===== src/rtl/keypad_hex_entry.sv =====
// 4x4 matrix keypad scanner with debounce, one-shot key acceptance and a
// four-digit hex operand shift register.
module keypad_hex_entry #(
  parameter int SCAN_DIV       = 100000,
  parameter int DEBOUNCE_TICKS = 20
) (
  input  logic        clk,
  input  logic        rst_n,
  input  logic [3:0]  kp_row,
  output logic [3:0]  kp_col,
  input  logic        entry_clr,
  output logic [15:0] operand,
  output logic [3:0]  key_code,
  output logic        key_valid,
  output logic [2:0]  digit_count
);

  localparam int TW = (SCAN_DIV > 1) ? $clog2(SCAN_DIV) : 1;
  localparam int CW = $clog2(DEBOUNCE_TICKS + 1);
  localparam logic [TW-1:0] TICK_LAST = TW'(SCAN_DIV - 1);
  localparam logic [CW-1:0] DEB_LAST  = CW'(DEBOUNCE_TICKS);

  typedef enum logic [1:0] {
    S_SCAN,
    S_DEBOUNCE,
    S_ACCEPT,
    S_RELEASE
  } state_t;

  state_t        state, state_nxt;
  logic [3:0]    row_meta, row_sync;
  logic [TW-1:0] tick_cnt;
  logic          scan_tick;
  logic [1:0]    col_idx, col_nxt;
  logic [1:0]    lat_row, lat_row_nxt;
  logic [CW-1:0] deb_cnt, deb_nxt, deb_inc;
  logic [CW-1:0] rel_cnt, rel_nxt, rel_inc;
  logic [1:0]    low_row;
  logic          any_low;

  function automatic logic [3:0] key_map(input logic [1:0] row, input logic [1:0] col);
    logic [3:0] code;
    case ({row, col})
      4'b00_00: code = 4'h1;
      4'b00_01: code = 4'h2;
      4'b00_10: code = 4'h3;
      4'b00_11: code = 4'hA;
      4'b01_00: code = 4'h4;
      4'b01_01: code = 4'h5;
      4'b01_10: code = 4'h6;
      4'b01_11: code = 4'hB;
      4'b10_00: code = 4'h7;
      4'b10_01: code = 4'h8;
      4'b10_10: code = 4'h9;
      4'b10_11: code = 4'hC;
      4'b11_00: code = 4'h0;
      4'b11_01: code = 4'hF;
      4'b11_10: code = 4'hE;
      default:  code = 4'hD;
    endcase
    return code;
  endfunction

  always_ff @(posedge clk) begin
    if (!rst_n) begin
      row_meta <= '1;
      row_sync <= '1;
      tick_cnt <= '0;
    end else begin
      row_meta <= kp_row;
      row_sync <= row_meta;
      tick_cnt <= (tick_cnt == TICK_LAST) ? '0 : tick_cnt + 1'b1;
    end
  end

  assign scan_tick = (tick_cnt == TICK_LAST);
  assign kp_col    = ~(4'b0001 << col_idx);
  assign key_valid = (state == S_ACCEPT);
  assign deb_inc   = deb_cnt + 1'b1;
  assign rel_inc   = rel_cnt + 1'b1;

  always_comb begin
    any_low = ~&row_sync;
    low_row = 2'd0;
    if (!row_sync[0])      low_row = 2'd0;
    else if (!row_sync[1]) low_row = 2'd1;
    else if (!row_sync[2]) low_row = 2'd2;
    else if (!row_sync[3]) low_row = 2'd3;
  end

  // The column index stays parked from detection until release completes,
  // so it doubles as the latched column of the key being handled.
  always_comb begin
    state_nxt   = state;
    col_nxt     = col_idx;
    lat_row_nxt = lat_row;
    deb_nxt     = deb_cnt;
    rel_nxt     = rel_cnt;
    case (state)
      S_SCAN: begin
        if (scan_tick) begin
          if (any_low) begin
            lat_row_nxt = low_row;
            deb_nxt     = '0;
            state_nxt   = S_DEBOUNCE;
          end else begin
            col_nxt = col_idx + 2'd1;
          end
        end
      end
      S_DEBOUNCE: begin
        if (scan_tick) begin
          if (!row_sync[lat_row]) begin
            deb_nxt = deb_inc;
            if (deb_inc == DEB_LAST) state_nxt = S_ACCEPT;
          end else begin
            state_nxt = S_SCAN;
            col_nxt   = col_idx + 2'd1;
          end
        end
      end
      S_ACCEPT: begin
        rel_nxt   = '0;
        state_nxt = S_RELEASE;
      end
      S_RELEASE: begin
        if (scan_tick) begin
          if (any_low) begin
            rel_nxt = '0;
          end else if (rel_inc == DEB_LAST) begin
            rel_nxt   = '0;
            state_nxt = S_SCAN;
            col_nxt   = col_idx + 2'd1;
          end else begin
            rel_nxt = rel_inc;
          end
        end
      end
      default: state_nxt = S_SCAN;
    endcase
  end

  always_ff @(posedge clk) begin
    if (!rst_n) begin
      state   <= S_SCAN;
      col_idx <= '0;
      lat_row <= '0;
      deb_cnt <= '0;
      rel_cnt <= '0;
    end else begin
      state   <= state_nxt;
      col_idx <= col_nxt;
      lat_row <= lat_row_nxt;
      deb_cnt <= deb_nxt;
      rel_cnt <= rel_nxt;
    end
  end

  // key_code is loaded on entry to ACCEPT so it is already valid alongside key_valid.
  always_ff @(posedge clk) begin
    if (!rst_n) begin
      key_code    <= '0;
      operand     <= '0;
      digit_count <= '0;
    end else begin
      if (state == S_DEBOUNCE && state_nxt == S_ACCEPT)
        key_code <= key_map(lat_row, col_idx);
      if (entry_clr) begin
        operand     <= '0;
        digit_count <= '0;
      end else if (state == S_ACCEPT) begin
        operand <= {operand[11:0], key_code};
        if (digit_count < 3'd4) digit_count <= digit_count + 3'd1;
      end
    end
  end

endmodule


===== config.mk =====
export PLATFORM = sky130hd
export DESIGN_NAME = keypad_hex_entry
export DESIGN_NICKNAME = d
export VERILOG_FILES = /design/src/rtl/keypad_hex_entry.sv
export SDC_FILE = /design/constraint.sdc
export NUM_CORES = 1
export LEC_CHECK = 0
export CORE_UTILIZATION = 55
export CTS_CLUSTER_DIAMETER = 120
export DETAILED_ROUTE_END_ITERATION = 8
export GPL_ROUTABILITY_DRIVEN = 0
export PLACE_DENSITY = 0.8
export REMOVE_ABC_BUFFERS = 1
export SETUP_SLACK_MARGIN = 0.15
export SLEW_MARGIN = 20
export SYNTH_ARGS = -nofsm -noshare
export SYNTH_HDL_FRONTEND = slang
export SYNTH_SLANG_ARGS = --single-unit

===== constraint.sdc =====
create_clock -name clk -period 1.98 [get_ports clk]
set_input_delay 0.198 -clock clk [delete_from_list [all_inputs] [get_ports clk]]
set_output_delay 0.198 -clock clk [all_outputs]
set_load 0.01 [all_outputs]

; ---- Word level (Yosys, flattened, before mapping)
; Memory sizes are Yosys's and may differ from the RTL's. A register that Yosys moved wholly into a read port is not among the register bits.
; Cells that the tools add are included.
[op_classes]
mul = 0
addsub = 5
n_shift = 1
reduce_logical = 14
n_div = 0
magnitude_cmp = 2
n_eq_ne = 16
n_bitwise = 3
mux = 32
[op_table]
columns = operator, count
row1 = 2-to-1 mux 2 bit, 19
row2 = 2-to-1 mux 5 bit, 7
row3 = case mux 5 bit (2 select lines), 2
row4 = "!= test 2 bit, second input constant", 9
row5 = "adder 17 x 1 -> 17 bit, second input constant", 1
row6 = "== test 17 bit, second input constant", 1
row7 = "adder 5 x 1 -> 5 bit, second input constant", 2
row8 = "== test 5 bit, second input constant", 2
row9 = case mux 2 bit (4 select lines), 1
row10 = AND reduction 8 bit, 1
row11 = "== test 2 bit, second input constant", 3
row12 = case mux 2 bit (3 select lines), 1
row13 = AND reduction 5 bit, 1
row14 = inverter 4 bit, 1
row15 = AND reduction 2 bit, 2
row16 = AND reduction 4 bit, 1
row17 = nonzero test 2 bit, 2
row18 = OR reduction 2 bit, 2
row19 = "<< shifter 1 x 2 -> 4 bit, first input constant", 1
row20 = "adder 3 x 1 -> 3 bit, second input constant", 1
row21 = "less-than comparator 2 x 3 -> 1 bit, second input constant", 1
row22 = "less-than comparator 3 bit, second input constant", 1
row23 = AND reduction 3 bit, 1
row24 = nonzero test 3 bit, 1
row25 = 8 further kinds, 9
[word_totals]
mem_count = 1
ramBits = 0
latch_bits = 0
ff_bits = 60
romBits = 64
output_inout_bits = 28
[memory_table]
columns = name, words, word_bits, read_ports, rd_clocked_by_memory_dff, write_ports, line
row1 = (name not given), 16, 4, 1, 1, 0, 43  ; case ({row, col})

; ---- Logic depth before layout (Yosys ltp)
; Gate-level depths: netlist of the first run.
[depth]
depth_word = 8
ltp_mapped = 7

; ---- Worst setup path before layout of the first run
; Ideal clock, no wire load.
[synth_path]
path_type = register to register
start = reg lat_row[1]
end = reg key_code[3]
path_stages_with_launch = 7
setup_slack_ps = 173
synth_period_minus_slack_ps = 1807
required_ps = 1914
arrival_ps = 1741
cell_sequence = dfxtp_1 -> buf_6 -> mux4_2 -> nor3_4 -> nand3_2 -> a211o_1 -> a21boi_2
[synth_between]
elab_chain_cells = 7
[synth_lines]
columns = element, line
row1 = from (decl), 35  ; logic [1:0] lat_row, lat_row_nxt;
row2 = from (signal assigned), 153  ; lat_row <= lat_row_nxt;
row3 = binary-select mux 1 bit (select 2 bit), 113  ; if (!row_sync[lat_row]) begin
row4 = 2-to-1 mux 1 bit (not written as such), 113
row5 = 2-to-1 mux 2 bit, 113
row6 = 2-to-1 mux 2 bit, 112  ; if (scan_tick) begin
row7 = case mux 2 bit (4 select lines), 99  ; case (state)
row8 = == test 2 bit, 166  ; if (state == S_DEBOUNCE && state_nxt == S_ACCEPT)
row9 = logical AND 1 bit, 166
row10 = to (decl), 13  ; output logic [3:0] key_code,
; Several ways; a longest one is shown, not always the timed one. The select of a mux whose other input is x is not followed.
; A chain may end at the register's enable or synchronous reset.

; ---- Worst setup path in the final report of the first run
[layout_path]
start = reg tick_cnt[0]
end = reg deb_cnt[1]
[layout_between]
elab_chain_cells = 3
[layout_lines]
columns = element, line
row1 = from (decl), 32  ; logic [TW-1:0] tick_cnt;
row2 = from (signal assigned), 72  ; tick_cnt <= (tick_cnt == TICK_LAST) ? '0 : tick_cnt + 1'b1;
row3 = == test 17 bit *, 76  ; assign scan_tick = (tick_cnt == TICK_LAST);
row4 = != test 2 bit (no source line), -
row5 = AND reduction 5 bit (no source line) *, -
row6 = to (signal assigned), 154  ; deb_cnt <= deb_nxt;
row7 = to (decl), 36  ; logic [CW-1:0] deb_cnt, deb_nxt, deb_inc;
; Mark *: on every way between the ends. The rest lies on a longest branch, timed or not.

==> results of run 1 <==
## power breakdown
group / internal (mW) / switching, mW / leakage (nW)
clock: 0.851 / 0.547 / 0.125
sequential: 1.30 / 0.00962 / 0.524
combinational: 0.0343 / 0.0345 / 0.696
total: 2.18 / 0.591 / 1.35
## timing repair
action	CTS	global route
gates resized for setup	7	28
setup buffers	1	3
setup endpoints to repair	10	35
pin swaps	1	4
## sequential cells by signal, indices dropped and copies added, names as in the netlist
signal,count
col_idx,2
deb_cnt,5
digit_count,3
key_code,4
lat_row,2
operand,16
rel_cnt,5
row_meta,4
row_sync,4
state,2
tick_cnt,17
## Yosys cell counts, types with 7 or more instances
cell | count | share of area
xnor2_1 | 7 | 0.022
xor2_1 | 17 | 0.052
dfxtp_1 | 64 | 0.45
inv_1 | 9 | 0.012
nand2_1 | 51 | 0.067
nor2_1 | 25 | 0.033
and2_1 | 7 | 0.015
nor2b_1 | 7 | 0.015
a21oi_1 | 20 | 0.035
ha_1 | 9 | 0.040
nand4_1 | 9 | 0.020
clkbuf_1 | 12 | 0.016
nand2b_1 | 10 | 0.022
nand3_1 | 13 | 0.023
o21ai_0 | 10 | 0.018
## routing by layer
metal | vias to the layer above | global-route usage | routed length [µm]
met5 | - | 0 | 0
met4 | 0 | 0.103 | 124
met3 | 13 | 0.0488 | 213
met2 | 54 | 0.374 | 2780
met1 | 1066 | 0.268 | 2610
li1 | 1189 | - | -
## path summary, 6_finish.rpt
check / cells after the start / end
min reg2reg: 1 / row_sync[3]
max: 6 / deb_cnt[1]
max reg2reg: 6 / deb_cnt[1]
min: 1 / row_sync[3]
## kinds of logic (layout without fill, tap and decap cells)
group	Yosys count	count (layout)	synth area share
xor+xnor	24	24	0.0738
simple gates	147	147	0.269
fa+ha+maj	9	9	0.0395
compound gates	45	45	0.0962
mux	8	8	0.0329
flops	64	64	0.450
buf+inv	26	76	0.0386
## cell type report
cell class | count | area, µm²
tap | 67 | 83.8
inverter | 10 | 37.5
clock inverter | 7 | 125
multi-input combinational | 233 | 1530
clock buffer | 9 | 124
fill | 350 | 1180
timing repair buffer | 50 | 469
sequential | 64 | 1300
## through the flow
step | utilization | hold slack (ns) | power (mW)
global placement | 0.679 | 0.392 | 1.40
detailed placement | 0.679 | 0.392 | 1.40
CTS | 0.734 | 0.404 | 2.78
floorplan | - | 0.271 | 1.37
global route | 0.757 | 0.416 | 2.86
finish | 0.757 | 0.409 | 2.77
==> impl.org, run 1 <==
** Status
- Outcome :: finished, final reports clean

** Placement
- Buffers on Ports :: 34
- The placed instances occupy a cell area of 0.00329 mm².
- In this run, placement finished with an instance count of between 400 and 500.
- Hpwl dp :: around 3.8 mm
- At the placement stage, the worst setup path has a slack of between 0.06 and 0.07 ns.

** STA
- Max frequency :: about 0.57 GHz
- The total count of hold-check failures in the final report was 0.
- Tcrit/Tclk final :: 0.882
- Setup violations remaining at the end of the flow were counted as 0.
- Crit path time final :: roughly 1.7 ns
- Worst Max-Slew Pin Slew :: around 0.61 ns
- Setup repair after global routing left no endpoint under its margin.
- Clock tree skew after final layout :: roughly 0.011 ns
- Number of slew-limit violations in the final report :: 0
- Worst path setup slack after routing :: between 0.2 and 0.25 ns
- Measured against its own limit, the worst slew margin works out to 0.588.
- Setup total negative slack on the finished layout was measured at 0 ns.

** Min path
- Min-Delay Startpoint :: row_meta[3]
- Worst hold path type :: reg2reg

** Floorplan
- Overall die height :: between 70 and 80 µm
- After floorplanning, the core was divided into 25 placement rows.
- Starting density of the core :: 0.588
- The die covers roughly 0.0055 mm².
- Total core area :: around 0.0048 mm²
- 35 I/O pins were placed.
- Width of the chip :: about 74 µm

** Setup path
- Required time of the critical path :: around 2.2 ns
- CP endpoint kind :: register
- STA classifies the critical path startpoint as a register.
- Walking the worst path, the cells encountered are ha_4, and4_4, nand4_1, or4_4, nand4_1, o21ai_1.
- Across all register-to-register paths, the minimum setup slack is roughly 0.23 ns.
- Delay of the slowest cell on the worst path :: roughly 0.57 ns
- Data arrival time of the worst path :: around 2 ns
- In this run the critical register-to-register path is launched from tick_cnt[0].
- Worst path top cell family by delay :: simple AND/OR/NAND/NOR gates
- Of all nets on the critical path, the largest fanout is 3.
- Cell type of the slowest stage on the worst timing path :: or4_4
- By startpoint and endpoint, the worst setup path is classified as reg2reg.
- Counting both buffers and inverters, the worst setup path holds a total of 0.
- Most frequent cell on the critical path :: nand4_1
- Tracing the worst setup path back leads to its startpoint at tick_cnt[0].

** Drt
- For this run, design rule violations remaining after detail routing come to 0.
- Wire length after detailed routing :: around 5.7 mm
- DR WL/cell :: 13.0 µm
- Via density :: 5.28
- Number of nets with antenna violations after routing :: 0
- In this run, the number of DRC markers left after iteration 0 of detailed routing was 130.
- The final route contains between 2k and 2.5k vias.
- Before antenna repair, the detailed router went through 4 iterations.

** Clocking
- The clock net in this run drives a total of 64 sinks.
- At the later pin of the worst-skew pair, clock insertion delay measures between 0.3 and 0.4 ns.
- The clock passes through at most 2 buffers.
- After clock tree synthesis, the flow added hold-fix buffers numbering 0.
- CTS placed an instance of clkbuf_8 at the clock tree root.
- TritonCTS built the clock tree.
- In this run, CTS created clock tree buffers numbering 9.
- Clock transition at the register clock pins on the worst setup and hold paths after CTS :: roughly 0.070 ns
- Number of H-tree levels :: 3

** GRT
- Number of global-route vias before repair :: around 2.1k
- First-pass GRT wire length :: a little over 9 mm
- Pin count of the biggest net entering global routing :: 20
- After global routing the overflow that remains totals 0.
- For this run, the total global-route usage over all layers was measured as 0.221.
- Initial antenna violation count :: 0

** Final layout
- The repair_antennas step left the layout with diodes totalling 0.
- Layout area overhead :: 28.8%
- Leaving out filler cells and counting taps, the final layout contains between 400 and 500.
- Of the cells placed in the final design, the portion with a size suffix greater than 1 is 0.164.
- Post-layout nets :: 384
- The library cells used most frequently in the layout, excluding fill and tap cells, are dfxtp_1, nand2_1, clkdlybuf4s50_1.
- Post-Layout Inst Area :: ~0.0037 mm²
- The library cell used most frequently in the layout, excluding fill and tap cells, is dfxtp_1.

** Yosys
- In the synthesized netlist the async set-or-reset flop fraction comes to 0.
- Count of different cell masters after synthesis :: 43
- Synthesized area divided by synthesized cell count :: approximately 9 µm²
- In the synthesized netlist the dominant register cell turns out to be dfxtp_1.
- Proportion of synthesized chip area in sequential cells :: 0.450
- Cell Area, Synth :: around 0.0028 mm²
- The synthesized design contains between 60 and 70 register bits.
- Number of enable flip-flop cells after synthesis :: 0
- Synthesis produced a netlist whose cell count is ~320.
- During synthesis, Yosys emitted a total of 0 warnings.

** Flow run
- Across the run, the number of max-cap violations was 0.

** Pwr
- Total power density per cell area :: between 700 and 800 mW/mm²
- IR analysis of the VDD net gives a maximum drop of just over 600 µV.
- In this run the static leakage power is approximately 1.3 nW.
Power figures use the tool's default switching activity.
==> inputs of run 2 (changes only) <==
CORE_UTILIZATION = 57   (was 55)
DONT_BUFFER_PORTS = 1   (was not set)
MAX_ROUTING_LAYER = met4   (was not set)
PLACE_DENSITY = 0.82   (was 0.8)
==> run 2 against run 1 <==
Net effect:
- cell area shrank 11%
- clock power fell by 9%
- via count down 3.5%
- power down 5.0%
- sequential cell count is the same
- critical endpoint is now col_idx[1]
==> impl.org, run 2 (same netlist as run 1, synthesis figures left out) <==
** Final layout
- The library cell used most frequently in the layout, excluding fill and tap cells, is dfxtp_1.
- The fraction of layout cells with a size suffix above 1 came to 0.145 (-0.0186).
- Layout fillers :: 363 (+3.7%)
- From synthesis to final layout, the design area changed by 15.3%.
- Post-layout nets :: 349 (-9.1%)
- The largest registers in the layout are tick_cnt (17), operand (16).
- The cell area after layout came to 0.00328 mm² (-11%).
- Top register by number of flip-flops :: tick_cnt
- Diodes inserted :: 0 (unchanged)
- The flip-flop count of the largest register, all copies and words added was 17 (unchanged).
- Most frequent cells in the layout :: dfxtp_1, nand2_1, nor2_1

** Setup path
- Origin of the worst setup path :: tick_cnt[1]
- CP endpoint kind :: register
- The worst setup path is of the reg2reg kind.
- R2r endpoint :: col_idx[1]
- The data arrival time of the critical path came to 2.05 ns (+0.08 ns).
- Largest fanout on the critical path :: 5 (+2)
- The delay contributed by the slowest stage of the critical path came to 0.36 ns (-0.21 ns).
- Most frequent cell on the critical path :: and4_4
- Setup slack, reg-to-reg :: 0.18 ns (-0.05 ns)
- The required time at the endpoint of the critical path is 2.23 ns (+0.02 ns).
- The worst setup path is launched from a register.
- The worst reg-to-reg path cell count was 7 (+1).
- The startpoint identified for the worst register-to-register timing path is tick_cnt[1].
- Cell type of the slowest stage on the worst timing path :: dfxtp_1
- Cell-by-cell trace of the critical path :: ha_2, and4_4, and4_4, a21boi_0, buf_4, mux2i_1, nor2b_1
- CP endpoint :: col_idx[1]

** Clocking
- The number of sinks driven by the clock tree came to 64 (unchanged).
- The number of levels the H-tree was split into is 3 (unchanged).
- TritonCTS built the clock tree.
- The clock edge transition at the registers on the reported setup and hold paths is 0.08 ns (about the same).
- CTS Root Buffer Type :: clkbuf_8
- The clock network latency to the later pin of the worst-skew pair was 0.35 ns (about the same).
- The number of CTS-inserted buffers came to 9 (unchanged).
- Bufs on Longest Clock Path :: 2 (unchanged)

** Pwr
- Worst IR Drop VDD :: 741 µV (+20%)
- The total net switching power is 591 µW (about the same).
- Total power density per cell area :: 802 mW/mm² (+6.2%)
- The fraction of power spent switching nets was 0.224 (+0.0112).
- The part of the power in the clock network came to 0.483 (-0.021).
- The part of the power in registers came to 0.496 (+0.025).
- The leakage power is 1.18 nW (-13%).
- The design internal power was 2.04 mW (-6.3%).
- The proportion of power drawn by combinational gates was 0.021 (-0.004).
- The total power came to 2.64 mW (-5.0%).

** Placement
- The number of input and output port buffers inserted was 0 (-100%).
- The setup slack at placement came to 0.130 ns (+0.0643 ns).
- Hpwl dp :: 3.50 mm (-8.4%)
- Placed Instance Area :: 0.00291 mm² (-11%)

** Drt
- The DRC marker count from the first detailed-route iteration came to 83 (-36%).
- The residual antenna-violating net count after detailed routing is 0 (unchanged).
- The final wirelength came to 5.69 mm (-0.72%).
- The average vias per placed instance came to 5.53 (+4.8%).
- The remaining design rule violation count is 0 (unchanged).
- The post-detailed-route wirelength per cell came to 14.1 µm (+7.9%).
- The number of detailed-routing iterations run before antenna repair came to 4 (unchanged).
- Routed via count :: 2240 (-3.5%)

** Floorplan
- The overall die width was 72.7 µm (-1.7%).
- The core footprint is 0.00475 mm² (-1.9%).
- The starting utilization of the core area came to 0.599 (+0.0116).
- Die area :: 0.00529 mm² (-3.4%)
- Row count :: 25 (unchanged)
- I/O Pins :: 35 (unchanged)
- The floorplan die height was 72.7 µm (-1.7%).

** Status
- Outcome :: finished, final reports clean

** STA
- The worst hold-check slack is 0.00329 ns (-0.406 ns).
- The final count of pins violating max slew was 0 (unchanged).
- Setup TNS :: 0 ns (unchanged)
- Max_slew headroom :: 0.513 (-0.0748)
- The ratio of final minimum period to clock period was 0.907 (+0.0249).
- The minimum period implied by the final worst setup slack came to 1.80 ns (+0.0493 ns).
- The total count of hold-check failures in the final report was 0 (unchanged).
- Worst path setup slack after routing :: 0.184 ns (-0.0493 ns)
- Unrepaired setup endpoints after global routing :: yes
- The maximum clock skew at final layout was 0.0117 ns (+0.00110 ns).
- Final setup violation count :: 0 (unchanged)
- The transition time at the pin with the least slew margin was 0.728 ns (+0.115 ns).
- Max frequency :: 0.557 GHz (-2.7%)

** GRT
- Gr usage total :: 0.226 (+0.00556)
- The number of antenna violations at the first check in global routing is 0 (unchanged).
- The via count of the first global-routing pass is 2015 (-2.1%).
- The global-route congestion overflow total was 0 (unchanged).
- Pin count of the biggest net entering global routing :: 24 (+20%)
- First-pass GRT wire length :: 8.80 mm (-3.1%)

** Flow run
- The max capacitance violation total is 0 (unchanged).

** Min path
- Number of cells on the worst hold path :: 2 (+1)
- Worst hold path type :: in2reg
[run 2: cell types whose count changed in the layout (fill, tap and decap cells not counted), sizes merged]
cell	previous run	this run
inv	12	11
dlygate4sd3	0	5
bufinv	3	2
clkdlybuf4s50	32	0
clkinvlp	0	2
dlymetal6s2s	2	0
buf	16	10
[run 2: metal layers]
layer | track usage | routed length [µm] | up-vias
met5 | - | 0 | -
met4 | 0.115 | 106 | 0
met3 | 0.0608 | 312 | 11
met2 | 0.354 | 2740 | 64
met1 | 0.268 | 2540 | 1049
li1 | - | - | 1116
[run 2: repair_timing]
item,CTS,global route
pin swaps,0,4
resized for setup,2,21
hold endpoints to repair,23,0
buffers inserted,0,3
setup endpoints to repair,3,34
hold buffers,5,0
[run 2: how the worst min path moves through the flow]
stage | start | endpoint
5_1_grt | rst_n | deb_cnt[3]
4_1_cts | rst_n | rel_cnt[4]
2_1_floorplan | rst_n | row_meta[0]
3_3_place_gp | rst_n | row_meta[0]
3_5_place_dp | rst_n | row_meta[1]
6_report | rst_n | deb_cnt[3]
[run 2: cell type report]
| cell class | instances | area (µm²) | area share |
|---|---|---|---|
| inverters | 10 | 41.3 | 0.0126 |
| clock inverters | 7 | 103 | 0.0312 |
| multi-input cells | 233 | 1510 | 0.461 |
| repair buffers | 15 | 133 | 0.0404 |
| clock buffers | 9 | 124 | 0.0377 |
| well taps | 67 | 83.8 | 0.0255 |
| flip-flops and latches | 64 | 1290 | 0.392 |
[run 2: power groups by stage]
stage / Combinational, mW / Sequential (mW) / Clock (mW)
3_3_place_gp: 0.0394 / 1.34 / 0
3_5_place_dp: 0.0398 / 1.34 / 0
2_1_floorplan: 0.0322 / 1.33 / 0
6_report: 0.0553 / 1.31 / 1.27
4_1_cts: 0.0534 / 1.31 / 1.29
5_1_grt: 0.0607 / 1.31 / 1.34
[run 2: stage by stage]
stage / std cells / utilization
after floorplan: 307 / -
after global placement: 381 / 0.613
after global routing: 405 / 0.691
final: 405 / 0.691
after detailed placement: 381 / 0.613
after CTS: 402 / 0.671
[run 2: critical path, delay by kind of cell (launching register included)]
family | cells | cell delay (ns)
mux | 1 | 0.17
buf+inv | 1 | 0.16
flops | 1 | 0.36
fa+ha+maj | 1 | 0.21
simple gates | 3 | 0.56
compound gates | 1 | 0.23
